## src/rtl/cfg_bank_pkg.sv

```systemverilog
// Shared definitions for the PWM/output config bank arbiter: register
// addresses, requester index type and the address decoder.
package cfg_bank_pkg;

    localparam int NUM_CFG_REGS = 5;

    localparam logic [6:0] ADDR_EN_OUT_LO = 7'h00;
    localparam logic [6:0] ADDR_EN_OUT_HI = 7'h01;
    localparam logic [6:0] ADDR_EN_PWM_LO = 7'h02;
    localparam logic [6:0] ADDR_EN_PWM_HI = 7'h03;
    localparam logic [6:0] ADDR_DUTY      = 7'h04;
    localparam logic [6:0] ADDR_COMMIT    = 7'h7F;

    typedef enum logic {
        REQ0 = 1'b0,
        REQ1 = 1'b1
    } req_idx_t;

    typedef logic [7:0] cfg_byte_t;

    typedef enum logic [1:0] {
        DEC_REG,
        DEC_COMMIT,
        DEC_BAD
    } dec_kind_t;

    typedef struct packed {
        dec_kind_t  kind;
        logic [2:0] idx;
    } dec_t;

    // Register addresses map one-to-one onto bank slots 0..4; the commit
    // address is only meaningful when the shadow feature is built in.
    function automatic dec_t decode_addr(input logic [6:0] addr, input logic commit_en);
        dec_t d;
        d.kind = DEC_BAD;
        d.idx  = 3'd0;
        case (addr)
            ADDR_EN_OUT_LO, ADDR_EN_OUT_HI, ADDR_EN_PWM_LO,
            ADDR_EN_PWM_HI, ADDR_DUTY: begin
                d.kind = DEC_REG;
                d.idx  = addr[2:0];
            end
            ADDR_COMMIT: begin
                if (commit_en) begin
                    d.kind = DEC_COMMIT;
                end
            end
            default: ;
        endcase
        return d;
    endfunction

endpackage

```

## src/rtl/cfg_bank_arbiter_if.sv

```systemverilog
// One write-requester port: valid/ready handshake carrying a 7-bit register
// address and 8-bit data. The requester drives the master side.
interface cfg_bank_arbiter_if;
    logic       valid;
    logic       ready;
    logic [6:0] addr;
    logic [7:0] data;

    modport master (output valid, output addr, output data, input ready);
    modport slave  (input valid, input addr, input data, output ready);
endinterface

```

## src/rtl/cfg_bank_arbiter_rr_arb2.sv

```systemverilog
// Two-requester grant logic. Grant is combinational from the valids and the
// registered last_grant; ties go to the requester not served last
// (FIXED_PRI=0) or always to req0 (FIXED_PRI=1). Ready is held low in reset.
module rr_arb2
    import cfg_bank_pkg::*;
#(
    parameter bit FIXED_PRI = 1'b0
) (
    input  logic     clk,
    input  logic     rst_n,
    input  logic     valid0,
    input  logic     valid1,
    output logic     ready0,
    output logic     ready1,
    output logic     transfer,
    output req_idx_t grant_idx,
    output req_idx_t last_grant
);

    req_idx_t last_q;
    logic     grant0;
    logic     grant1;

    // Pick at most one winner from the current valids.
    always_comb begin
        // NOTE: defaults first so every path assigns both grants; no latch.
        grant0 = 1'b0;
        grant1 = 1'b0;
        case ({valid1, valid0})
            2'b01: grant0 = 1'b1;
            2'b10: grant1 = 1'b1;
            2'b11: begin
                if (FIXED_PRI || last_q == REQ1) begin
                    grant0 = 1'b1;
                end else begin
                    grant1 = 1'b1;
                end
            end
            default: ;
        endcase
    end

    assign ready0     = grant0 & rst_n;
    assign ready1     = grant1 & rst_n;
    assign transfer   = ready0 | ready1;
    assign grant_idx  = ready1 ? REQ1 : REQ0;
    assign last_grant = last_q;

    // Remember who was served last; reset favours req0 on the first tie.
    always_ff @(posedge clk or negedge rst_n) begin
        // NOTE: state uses non-blocking assignment so all flops sample together.
        if (!rst_n) begin
            last_q <= REQ1;
        end else if (transfer) begin
            last_q <= grant_idx;
        end
    end

endmodule

```

## src/rtl/cfg_bank_arbiter.sv

```systemverilog
// Config register bank shared by two write requesters (SPI decoder on req0,
// local agent on req1). Arbitrates, decodes the address, updates the five
// PWM/output registers and counts writes to undecoded addresses.
// Optional feature macro CFG_ARB_SHADOW_EN: writes are staged in shadow
// registers and published together by a write to ADDR_COMMIT.
module cfg_bank_arbiter
    import cfg_bank_pkg::*;
#(
    parameter int BAD_CNT_W = 8,
    parameter bit FIXED_PRI = 1'b0
) (
    input  logic                 clk,
    input  logic                 rst_n,
    cfg_bank_arbiter_if.slave    req0,
    cfg_bank_arbiter_if.slave    req1,
    output logic [7:0]           en_reg_out_7_0,
    output logic [7:0]           en_reg_out_15_8,
    output logic [7:0]           en_reg_pwm_7_0,
    output logic [7:0]           en_reg_pwm_15_8,
    output logic [7:0]           pwm_duty_cycle,
    output logic                 last_grant,
    output logic [BAD_CNT_W-1:0] bad_addr_cnt,
    output logic                 shadow_pending
);

`ifdef CFG_ARB_SHADOW_EN
    localparam logic COMMIT_EN = 1'b1;
`else
    localparam logic COMMIT_EN = 1'b0;
`endif

    logic      ready0;
    logic      ready1;
    logic      transfer;
    req_idx_t  grant_idx;
    req_idx_t  last_idx;
    logic [6:0] sel_addr;
    cfg_byte_t sel_data;
    dec_t      dec;

    cfg_byte_t            cfg_q [NUM_CFG_REGS];
    logic [BAD_CNT_W-1:0] bad_cnt_q;

    rr_arb2 #(.FIXED_PRI(FIXED_PRI)) u_arb (
        .clk        (clk),
        .rst_n      (rst_n),
        .valid0     (req0.valid),
        .valid1     (req1.valid),
        .ready0     (ready0),
        .ready1     (ready1),
        .transfer   (transfer),
        .grant_idx  (grant_idx),
        .last_grant (last_idx)
    );

    assign req0.ready = ready0;
    assign req1.ready = ready1;
    assign last_grant = last_idx;

    assign sel_addr = (grant_idx == REQ1) ? req1.addr : req0.addr;
    assign sel_data = (grant_idx == REQ1) ? req1.data : req0.data;
    assign dec      = decode_addr(sel_addr, COMMIT_EN);

`ifdef CFG_ARB_SHADOW_EN
    cfg_byte_t shadow_q [NUM_CFG_REGS];
    logic      pending_q;

    // Stage decoded writes; a commit publishes every shadow at once.
    always_ff @(posedge clk or negedge rst_n) begin
        if (!rst_n) begin
            for (int i = 0; i < NUM_CFG_REGS; i++) begin
                shadow_q[i] <= '0;
                cfg_q[i]    <= '0;
            end
            pending_q <= 1'b0;
        end else if (transfer) begin
            case (dec.kind)
                DEC_REG: begin
                    shadow_q[dec.idx] <= sel_data;
                    pending_q         <= 1'b1;
                end
                DEC_COMMIT: begin
                    for (int i = 0; i < NUM_CFG_REGS; i++) begin
                        cfg_q[i] <= shadow_q[i];
                    end
                    pending_q <= 1'b0;
                end
                default: ;
            endcase
        end
    end

    assign shadow_pending = pending_q;
`else
    // Decoded writes land directly in the output registers.
    always_ff @(posedge clk or negedge rst_n) begin
        // NOTE: the bank is a handful of flops driving outputs, so it is reset.
        if (!rst_n) begin
            for (int i = 0; i < NUM_CFG_REGS; i++) begin
                cfg_q[i] <= '0;
            end
        end else if (transfer && dec.kind == DEC_REG) begin
            cfg_q[dec.idx] <= sel_data;
        end
    end

    assign shadow_pending = 1'b0;
`endif

    // Count completed writes to undecoded addresses, saturating at all-ones.
    always_ff @(posedge clk or negedge rst_n) begin
        if (!rst_n) begin
            bad_cnt_q <= '0;
        end else if (transfer && dec.kind == DEC_BAD && bad_cnt_q != '1) begin
            bad_cnt_q <= bad_cnt_q + BAD_CNT_W'(1);
        end
    end

    assign bad_addr_cnt    = bad_cnt_q;
    assign en_reg_out_7_0  = cfg_q[ADDR_EN_OUT_LO[2:0]];
    assign en_reg_out_15_8 = cfg_q[ADDR_EN_OUT_HI[2:0]];
    assign en_reg_pwm_7_0  = cfg_q[ADDR_EN_PWM_LO[2:0]];
    assign en_reg_pwm_15_8 = cfg_q[ADDR_EN_PWM_HI[2:0]];
    assign pwm_duty_cycle  = cfg_q[ADDR_DUTY[2:0]];

endmodule
```

## src/flat_wrapper.sv

```systemverilog
// flat-port wrapper written by rule: the top's interface ports become plain ports
module cfg_bank_arbiter_flat import cfg_bank_pkg::*;
#(
    parameter int BAD_CNT_W = 8,
    parameter bit FIXED_PRI = 1'b0
)
  (clk, rst_n, en_reg_out_7_0, en_reg_out_15_8, en_reg_pwm_7_0, en_reg_pwm_15_8, pwm_duty_cycle, last_grant, bad_addr_cnt, shadow_pending, req0_valid, req0_addr, req0_data, req0_ready, req1_valid, req1_addr, req1_data, req1_ready);
  cfg_bank_arbiter_if req0_i ();
  cfg_bank_arbiter_if req1_i ();
  input  logic clk;
  input  logic rst_n;
  output logic [7:0] en_reg_out_7_0;
  output logic [7:0] en_reg_out_15_8;
  output logic [7:0] en_reg_pwm_7_0;
  output logic [7:0] en_reg_pwm_15_8;
  output logic [7:0] pwm_duty_cycle;
  output logic last_grant;
  output logic [BAD_CNT_W-1:0] bad_addr_cnt;
  output logic shadow_pending;
  input wire logic [$bits(req0_i.valid)-1:0] req0_valid;
  input wire logic [$bits(req0_i.addr)-1:0] req0_addr;
  input wire logic [$bits(req0_i.data)-1:0] req0_data;
  output wire logic [$bits(req0_i.ready)-1:0] req0_ready;
  input wire logic [$bits(req1_i.valid)-1:0] req1_valid;
  input wire logic [$bits(req1_i.addr)-1:0] req1_addr;
  input wire logic [$bits(req1_i.data)-1:0] req1_data;
  output wire logic [$bits(req1_i.ready)-1:0] req1_ready;
  assign req0_i.valid = req0_valid;
  assign req0_i.addr = req0_addr;
  assign req0_i.data = req0_data;
  assign req0_ready = req0_i.ready;
  assign req1_i.valid = req1_valid;
  assign req1_i.addr = req1_addr;
  assign req1_i.data = req1_data;
  assign req1_ready = req1_i.ready;
  cfg_bank_arbiter #(.BAD_CNT_W(BAD_CNT_W), .FIXED_PRI(FIXED_PRI)) u_core (.clk(clk), .rst_n(rst_n), .req0(req0_i), .req1(req1_i), .en_reg_out_7_0(en_reg_out_7_0), .en_reg_out_15_8(en_reg_out_15_8), .en_reg_pwm_7_0(en_reg_pwm_7_0), .en_reg_pwm_15_8(en_reg_pwm_15_8), .pwm_duty_cycle(pwm_duty_cycle), .last_grant(last_grant), .bad_addr_cnt(bad_addr_cnt), .shadow_pending(shadow_pending));
endmodule
```

## config.mk

```make
export PLATFORM = sky130hd
export DESIGN_NAME = cfg_bank_arbiter_flat
export DESIGN_NICKNAME = d
export VERILOG_FILES = /design/src/rtl/cfg_bank_pkg.sv /design/src/rtl/cfg_bank_arbiter_if.sv /design/src/rtl/cfg_bank_arbiter_rr_arb2.sv /design/src/rtl/cfg_bank_arbiter.sv /design/src/flat_wrapper.sv
export SDC_FILE = /design/constraint.sdc
export NUM_CORES = 1
export LEC_CHECK = 0
export BUFFER_PORTS_ARGS = -buffer_cell sky130_fd_sc_hd__buf_2
export CAP_MARGIN = 10
export CORE_MARGIN = 1.5
export CORE_UTILIZATION = 40
export DETAILED_ROUTE_END_ITERATION = 12
export GPL_TIMING_DRIVEN = 0
export PLACE_DENSITY_LB_ADDON = 0.1
export SKIP_CTS_REPAIR_TIMING = 1
export SLEW_MARGIN = 20
export SYNTH_ARGS = -nofsm -noshare
export SYNTH_HDL_FRONTEND = slang
export SYNTH_SLANG_ARGS = --single-unit
```

## constraint.sdc

```tcl
create_clock -name clk -period 6.43 [get_ports clk]
set_input_delay 0.3215 -clock clk [delete_from_list [all_inputs] [get_ports clk]]
set_output_delay 0.3215 -clock clk [all_outputs]
set_load 0.005 [all_outputs]
```

Word-level counts from Yosys, hierarchy flattened
Cells that the tools add are included.
{"block": "word_totals", "rom_bits": 0, "memories": 0, "in_bits": 34, "mem_bits_rw": 0, "out_inout_bits": 52, "regBits": 49, "latch_bits": 0}
{"block": "op_classes", "mul": 0, "magnitude_cmp": 2, "shift": 0, "add_sub_neg": 1, "div_mod_pow": 0, "mux": 11, "eq_ne": 9, "bitwise_logic": 4, "reduce_logical": 7}
{"op": "$bwmux W40", "n": 1}
{"op": "$demux W8 S3", "n": 1}
{"op": "$mux W8", "n": 2}
{"op": "$eq A7 B2 Y1 const B", "n": 2}
{"op": "$add A8 B1 Y8 const B", "n": 1}
{"op": "$ne A8 B8 Y1 const B", "n": 1}
{"op": "$eq A7 B1 Y1 const B", "n": 1}
{"op": "$eq A7 B3 Y1 const B", "n": 1}
{"op": "$logic_not A7 Y1", "n": 1}
{"op": "$mux W7", "n": 1}
{"op": "$eq A2 B2 Y1 const B", "n": 3}
{"op": "$mux W5", "n": 1}
{"op": "$reduce_or A5 Y1", "n": 1}
{"op": "$ge A4 B4 Y1 const B", "n": 1}
{"op": "$logic_and A1 B1 Y1", "n": 4}
{"op": "$lt A4 B1 Y1 const B", "n": 1}
{"op": "$not A3 Y4", "n": 1}
{"op": "$pmux W1 S2", "n": 2}
{"op": "$mux W1", "n": 3}
{"op": "$and A1 B1 Y1", "n": 2}
{"op": "$eq A2 B1 Y1 const B", "n": 1}
{"op": "$logic_not A2 Y1", "n": 1}
{"op": "$or A1 B1 Y1", "n": 1}

Longest topological paths before layout
{"block": "logic_depth", "word_depth": 14, "depth_mapped": 6}

Modules after synthesis
From an unflattened synthesis, not the netlist that was laid out.
{"block": "unflattened", "cells_unflattened": 160, "hier_area_um2": 2263.4}
{"module": "cfg_bank_arbiter", "n_inst": 1, "seq_area_each_um2": 1201.2, "cells_per_inst": 150, "area_per_inst_um2": 2185.8}
{"module": "rr_arb2", "n_inst": 1, "seq_area_each_um2": 26.3, "cells_per_inst": 10, "area_per_inst_um2": 77.6}

Least setup slack after synthesis
No wires, ideal clock.
{"block": "synth_timing", "path_kind": "input-to-reg", "start": "in req1_addr[3]", "end": "reg u_core.cfg_q, in the netlist u_core.pwm_duty_cycle[0]", "cell_stages": 5, "setup_slack_ns": 4.189, "setup_time_ns": 0.125, "required_ns": 6.305, "t_arrival_ns": 2.116, "cell_sequence": "or4_4 > nor4b_4 > o211ai_4 > nor3b_4 > mux2_4"}
{"block": "synth_via", "elab_chain_len": 10, "word_cells_on_any_way": 17}
{"item": "start, declared", "line": "flat_wrapper.sv:25", "rtl": "input wire logic [$bits(req1_i.addr)-1:0] req1_addr;"}
{"item": "$mux W7 (*)", "line": "cfg_bank_arbiter.sv:60", "rtl": "assign sel_addr = (grant_idx == REQ1) ? req1.addr : req0.addr;"}
{"item": "$eq A7 B1 Y1, or another cell as far along", "line": "cfg_bank_pkg.sv:38", "rtl": "case (addr)"}
{"item": "$reduce_or A5 Y1 (*)", "line": "cfg_bank_pkg.sv:38"}
{"item": "$mux W5 (*)", "line": "cfg_bank_pkg.sv:38"}
{"item": "$not A3 Y4 (implied by the code)", "line": "cfg_bank_arbiter.sv:103", "rtl": "cfg_q[dec.idx] <= sel_data;"}
{"item": "$ge A4 B4 Y1 (implied by the code) or $lt A4 B1 Y1 (tied branches)", "line": "cfg_bank_arbiter.sv:103"}
{"item": "$logic_and A1 B1 Y1 (implied by the code)", "line": "cfg_bank_arbiter.sv:103"}
{"item": "$mux W8 (implied by the code)", "line": "cfg_bank_arbiter.sv:103"}
{"item": "$demux W8 S3", "line": "cfg_bank_arbiter.sv:103"}
{"item": "$bwmux W40", "line": "cfg_bank_arbiter.sv:103"}
{"item": "end signal, assigned by index", "line": "cfg_bank_arbiter.sv:103"}
{"item": "end, declared", "line": "cfg_bank_arbiter.sv:41", "rtl": "cfg_byte_t cfg_q [NUM_CFG_REGS];"}
Mark *: on every way between the ends. The rest lies on a longest branch, timed or not.
A chain may end at the register's enable or synchronous reset.

Final worst setup path
{"block": "layout_timing", "start": "reg u_core.u_arb.last_q, in the netlist u_core.u_arb.last_grant", "end": "reg u_core.cfg_q, in the netlist u_core.en_reg_out_15_8[2]"}
{"block": "layout_via", "elab_chain_len": 14, "word_cells_on_any_way": 26}
{"item": "start, declared", "line": "cfg_bank_arbiter_rr_arb2.sv:20", "rtl": "req_idx_t last_q;"}
{"item": "start signal, assigned", "line": "cfg_bank_arbiter_rr_arb2.sv:55", "rtl": "last_q <= grant_idx;"}
{"item": "$mux W1", "line": "cfg_bank_arbiter_rr_arb2.sv:33", "rtl": "if (FIXED_PRI || last_q == REQ1) begin"}
{"item": "$pmux W1 S2", "line": "cfg_bank_arbiter_rr_arb2.sv:29", "rtl": "case ({valid1, valid0})"}
{"item": "$and A1 B1 Y1", "line": "cfg_bank_arbiter_rr_arb2.sv:44", "rtl": "assign ready1 = grant1 & rst_n;"}
{"item": "$mux W1", "line": "cfg_bank_arbiter_rr_arb2.sv:46", "rtl": "assign grant_idx = ready1 ? REQ1 : REQ0;"}
{"item": "$mux W7", "line": "cfg_bank_arbiter.sv:60"}
{"item": "$eq A7 B1 Y1, or another cell as far along", "line": "cfg_bank_pkg.sv:38"}
{"item": "$reduce_or A5 Y1", "line": "cfg_bank_pkg.sv:38"}
{"item": "$mux W5", "line": "cfg_bank_pkg.sv:38"}
{"item": "$not A3 Y4 (implied by the code)", "line": "cfg_bank_arbiter.sv:103"}
{"item": "$ge A4 B4 Y1 (implied by the code) or $lt A4 B1 Y1 (tied branches)", "line": "cfg_bank_arbiter.sv:103"}
{"item": "$logic_and A1 B1 Y1 (implied by the code)", "line": "cfg_bank_arbiter.sv:103"}
{"item": "$mux W8 (implied by the code)", "line": "cfg_bank_arbiter.sv:103"}
{"item": "$demux W8 S3", "line": "cfg_bank_arbiter.sv:103"}
{"item": "$bwmux W40", "line": "cfg_bank_arbiter.sv:103"}
Several ways; a longest one is shown, not always the timed one.

==> flow_summary.toml <==
[run_status]
run_status = "complete, no violations"

[layout]
fillCellCount = 536
antenna_cells_inserted = 0
finish.net_count = 279
area_growth_pct = 26.5
drive_above_1_share_pct = 64.1

[critical_path]
slowest_delay_ns = 0.58
start_kind = "register"
crit_path_cell_trace = "a21boi_2 -> nand2_1 -> buf_2 -> mux2i_1 -> nand4_1 -> mux2_2"
cp_slowest_cell = "sky130_fd_sc_hd__dfstp_2"
worst_ep_required_time_ns = 6.62
arrival_time_at_the_worst_endpoint_ns = 2.67
critical_path.n_buffers_inverters = 1
timing.critical_path.to_type = "register"
timing.rr.start = "u_core.u_arb.last_grant"
critPathTopFamily = "multiplexers"
crit_path_kind = "reg2reg"
rrSetupSlack_ns = 3.95
critical_path.reg2reg.endpoint = "u_core.en_reg_out_15_8[2]"
timing.reg2reg.worst_path_depth = 6
largest_driver_fanout_on_the_critical_path = 10

[die]
design.die.area_um2 = 6120
floorplan.die.width_um = 78.2
fp-row-count = 27
floorplan.core_area_um2 = 5470
io_pins = 86
vertical_die_dimension_um = 78.2
initial_utilization_pct = 41.4

[place]
place_hpwl_um = 3440
numPortBuffers = 84
finalWeightedCongestion = 0.783

[yosys]
synth_sequential_area_ratio_pct = 54.2
postSynthRegisterBits = 49
main_synth_ff_type = "sky130_fd_sc_hd__dfrtp_1"
xor_xnor_portion_of_the_synthesized_cell_area_pct = 2.71
main_combinational_cell_family_by_area_after_synthesis = "multiplexers"
async_flop_share_pct = 100
synth.lib_cells_used.distinct = 38
complex_gate_fraction_of_the_synthesized_area_pct = 5.69
synthMuxAreaShare_pct = 27.1
post_synth_inst_count = 153
post_synth_and_or_nand_nor_area_fraction_pct = 7.96
synth_area_per_cell_um2 = 14.8
synth_nets = 188
yosysWarnings = 0
yosys.area_share.adder_pct = 0.552
number_of_flops_mapped_to_enable_cells_by_yosys = 0
synth.cell_area_um2 = 2260

[clock_network]
max-clock-path-buffers = 2
cts_tree = "done"
worst_skew_pair.late_latency_ns = 0.30
clk_root_buffer_cell = "sky130_fd_sc_hd__clkbuf_8"
cts_inserted_buffers = 5
htree_levels = 2
cts.sink_count = 49
clkSlewWorstSetupHoldPaths_ns = 0.09

[sta]
worstMarginPinSlew_ns = 0.733
final.setup_skew_ns = 0.00905
final_period_demand_of_the_worst_path_ns = 2.48
fin_hold_ws_ns = 0.0345
setup_tns_ns = 0
timing.fmax_mhz = 402
max-slew-margin-rel_pct = 50.8
setup_repair_after_global_routing_missed_its_margin = "no"
period_share_pct = 38.6
timing.final.setup_violations = 0
final_hold_viol_count = 0
finalMaxSlewViolations = 0

[power]
power.ir.vdd_worst_mv = 0.176
cellPowerDensity_nw_per_um2 = 245
total_leakage_power_uw = 0.00153

[route]
detailedRoute.firstIterationViolations = 61
drt_wl_total_um = 4870
vias_per_cell = 4.92
detailedRoute.firstPassIterationCount = 4
post_route_drc_violation_count = 0
vias = 1559
avgRoutedWirePerCell_um = 15.4
antenna_left = 0

[flow_run]
maxCapViolCount = 0

[min_path]
worst_hold_path_type = "in2async"

[global_route]
grt-ovfl-total = 0
total_track_usage_pct = 16.4
grt_pass1_wl_um = 7670
initial_antenna_violation_count = 0
grt_start_max_net_pins = 52
number_of_global_route_vias_before_repair = 1509
kinds of logic (layout without fill, tap and decap cells):
kind of cell	Yosys count	in the layout
simple gates	23	23
buf+inv	7	99
flops	49	49
other cells	1	1
xor+xnor	7	7
fa+ha+maj	1	1
mux	52	52
compound gates	13	13
cells in the final DEF (no fill, tap or decap), types with 2 or more instances in the layout:
master,count
sky130_fd_sc_hd__and3_1,3
sky130_fd_sc_hd__buf_2,85
sky130_fd_sc_hd__nand4_1,4
sky130_fd_sc_hd__buf_4,3
sky130_fd_sc_hd__nand3_1,3
sky130_fd_sc_hd__clkinv_2,2
sky130_fd_sc_hd__nand2_1,3
sky130_fd_sc_hd__mux2_2,43
sky130_fd_sc_hd__xnor2_1,5
sky130_fd_sc_hd__inv_1,3
sky130_fd_sc_hd__dfrtp_1,48
sky130_fd_sc_hd__o21a_1,2
sky130_fd_sc_hd__mux2_4,8
sky130_fd_sc_hd__xor2_1,2
sky130_fd_sc_hd__clkbuf_8,5
synthesized netlist by cell type (all sizes together) (2+ instances only):
cell type,number,share of area [%]
nand2,3,0.50
buf,4,1.1
nand3,3,0.66
xnor2,5,1.9
nand4,4,1.1
and3,3,0.83
nor3,2,0.94
inv,3,0.50
dfrtp,48,53
mux2,51,27
o21a,2,0.66
xor2,2,0.77
or4,2,0.83
final cells by class:
type | instances | area (um2) | share of cell area (%)
Buffer | 4 | 25.0 | 0.874
Clock inverter | 3 | 17.5 | 0.612
Tap cell | 72 | 90.1 | 3.15
Sequential cell | 49 | 1230 | 42.9
Clock buffer | 5 | 68.8 | 2.40
Inverter | 3 | 11.3 | 0.393
Multi-Input combinational cell | 97 | 1000 | 34.9
Timing Repair Buffer | 84 | 423 | 14.8
report_power, final:
part | total [uW] | leakage, uW | internal (uW) | switching (uW)
Combinational | 143 | 0.000830 | 79.6 | 63.0
Clock | 177 | 0.0000439 | 75.2 | 101
Sequential | 383 | 0.000661 | 348 | 35.0
state kept, by name, summed over array words and instances, names as in the netlist:
register and flops:
u_core.en_reg_pwm_7_0 8, u_core.u_arb.last_grant 1, u_core.bad_addr_cnt 8, u_core.en_reg_out_7_0 8, u_core.pwm_duty_cycle 8, u_core.en_reg_pwm_15_8 8
u_core.en_reg_out_15_8 8
metal layers:
metal  GRT usage, %  wire length (um)  share of wire [%]
met2           27.3              2410                 49
met5              0                 0                  0
met3           3.72               247                5.1
met4           4.82                40               0.82
met1           21.4              2170                 45
worst reg2reg max path, cell delays in order (launching register included):
cell and delay (ns):
sky130_fd_sc_hd__dfstp_2 0.58, sky130_fd_sc_hd__a21boi_2 0.10, sky130_fd_sc_hd__nand2_1 0.16, sky130_fd_sc_hd__buf_2 0.31, sky130_fd_sc_hd__mux2i_1 0.30, sky130_fd_sc_hd__nand4_1 0.48, sky130_fd_sc_hd__mux2_2 0.46
metrics by stage:
step | power [uW] | std cells | worst slack, ns | utilization, % | cell area [um2]
after floorplan | 461 | 153 | 4.19 | - | 2260
after detailed placement | 534 | 309 | 3.64 | 50.8 | 2780
after global routing | 747 | 317 | 3.74 | 52.3 | 2860
after global placement | 532 | 309 | 3.25 | 50.7 | 2780
final | 702 | 317 | 3.95 | 52.3 | 2860
after CTS | 711 | 317 | 3.88 | 52.3 | 2860
how the worst max path moves through the flow:
stage,slack (ns),end,cells after the start,start
final,3.95,u_core.en_reg_out_15_8[2],6,u_core.u_arb.last_grant
after detailed placement,3.64,u_core.en_reg_out_15_8[5],6,rst_n
after floorplan,4.19,u_core.pwm_duty_cycle[0],5,req1_addr[3]
after CTS,3.88,u_core.en_reg_out_15_8[2],6,u_core.u_arb.last_grant
after global routing,3.74,u_core.en_reg_out_15_8[0],6,u_core.u_arb.last_grant
after global placement,3.25,u_core.en_reg_out_15_8[5],6,rst_n
Note: power is estimated with default switching activity, not from simulation.
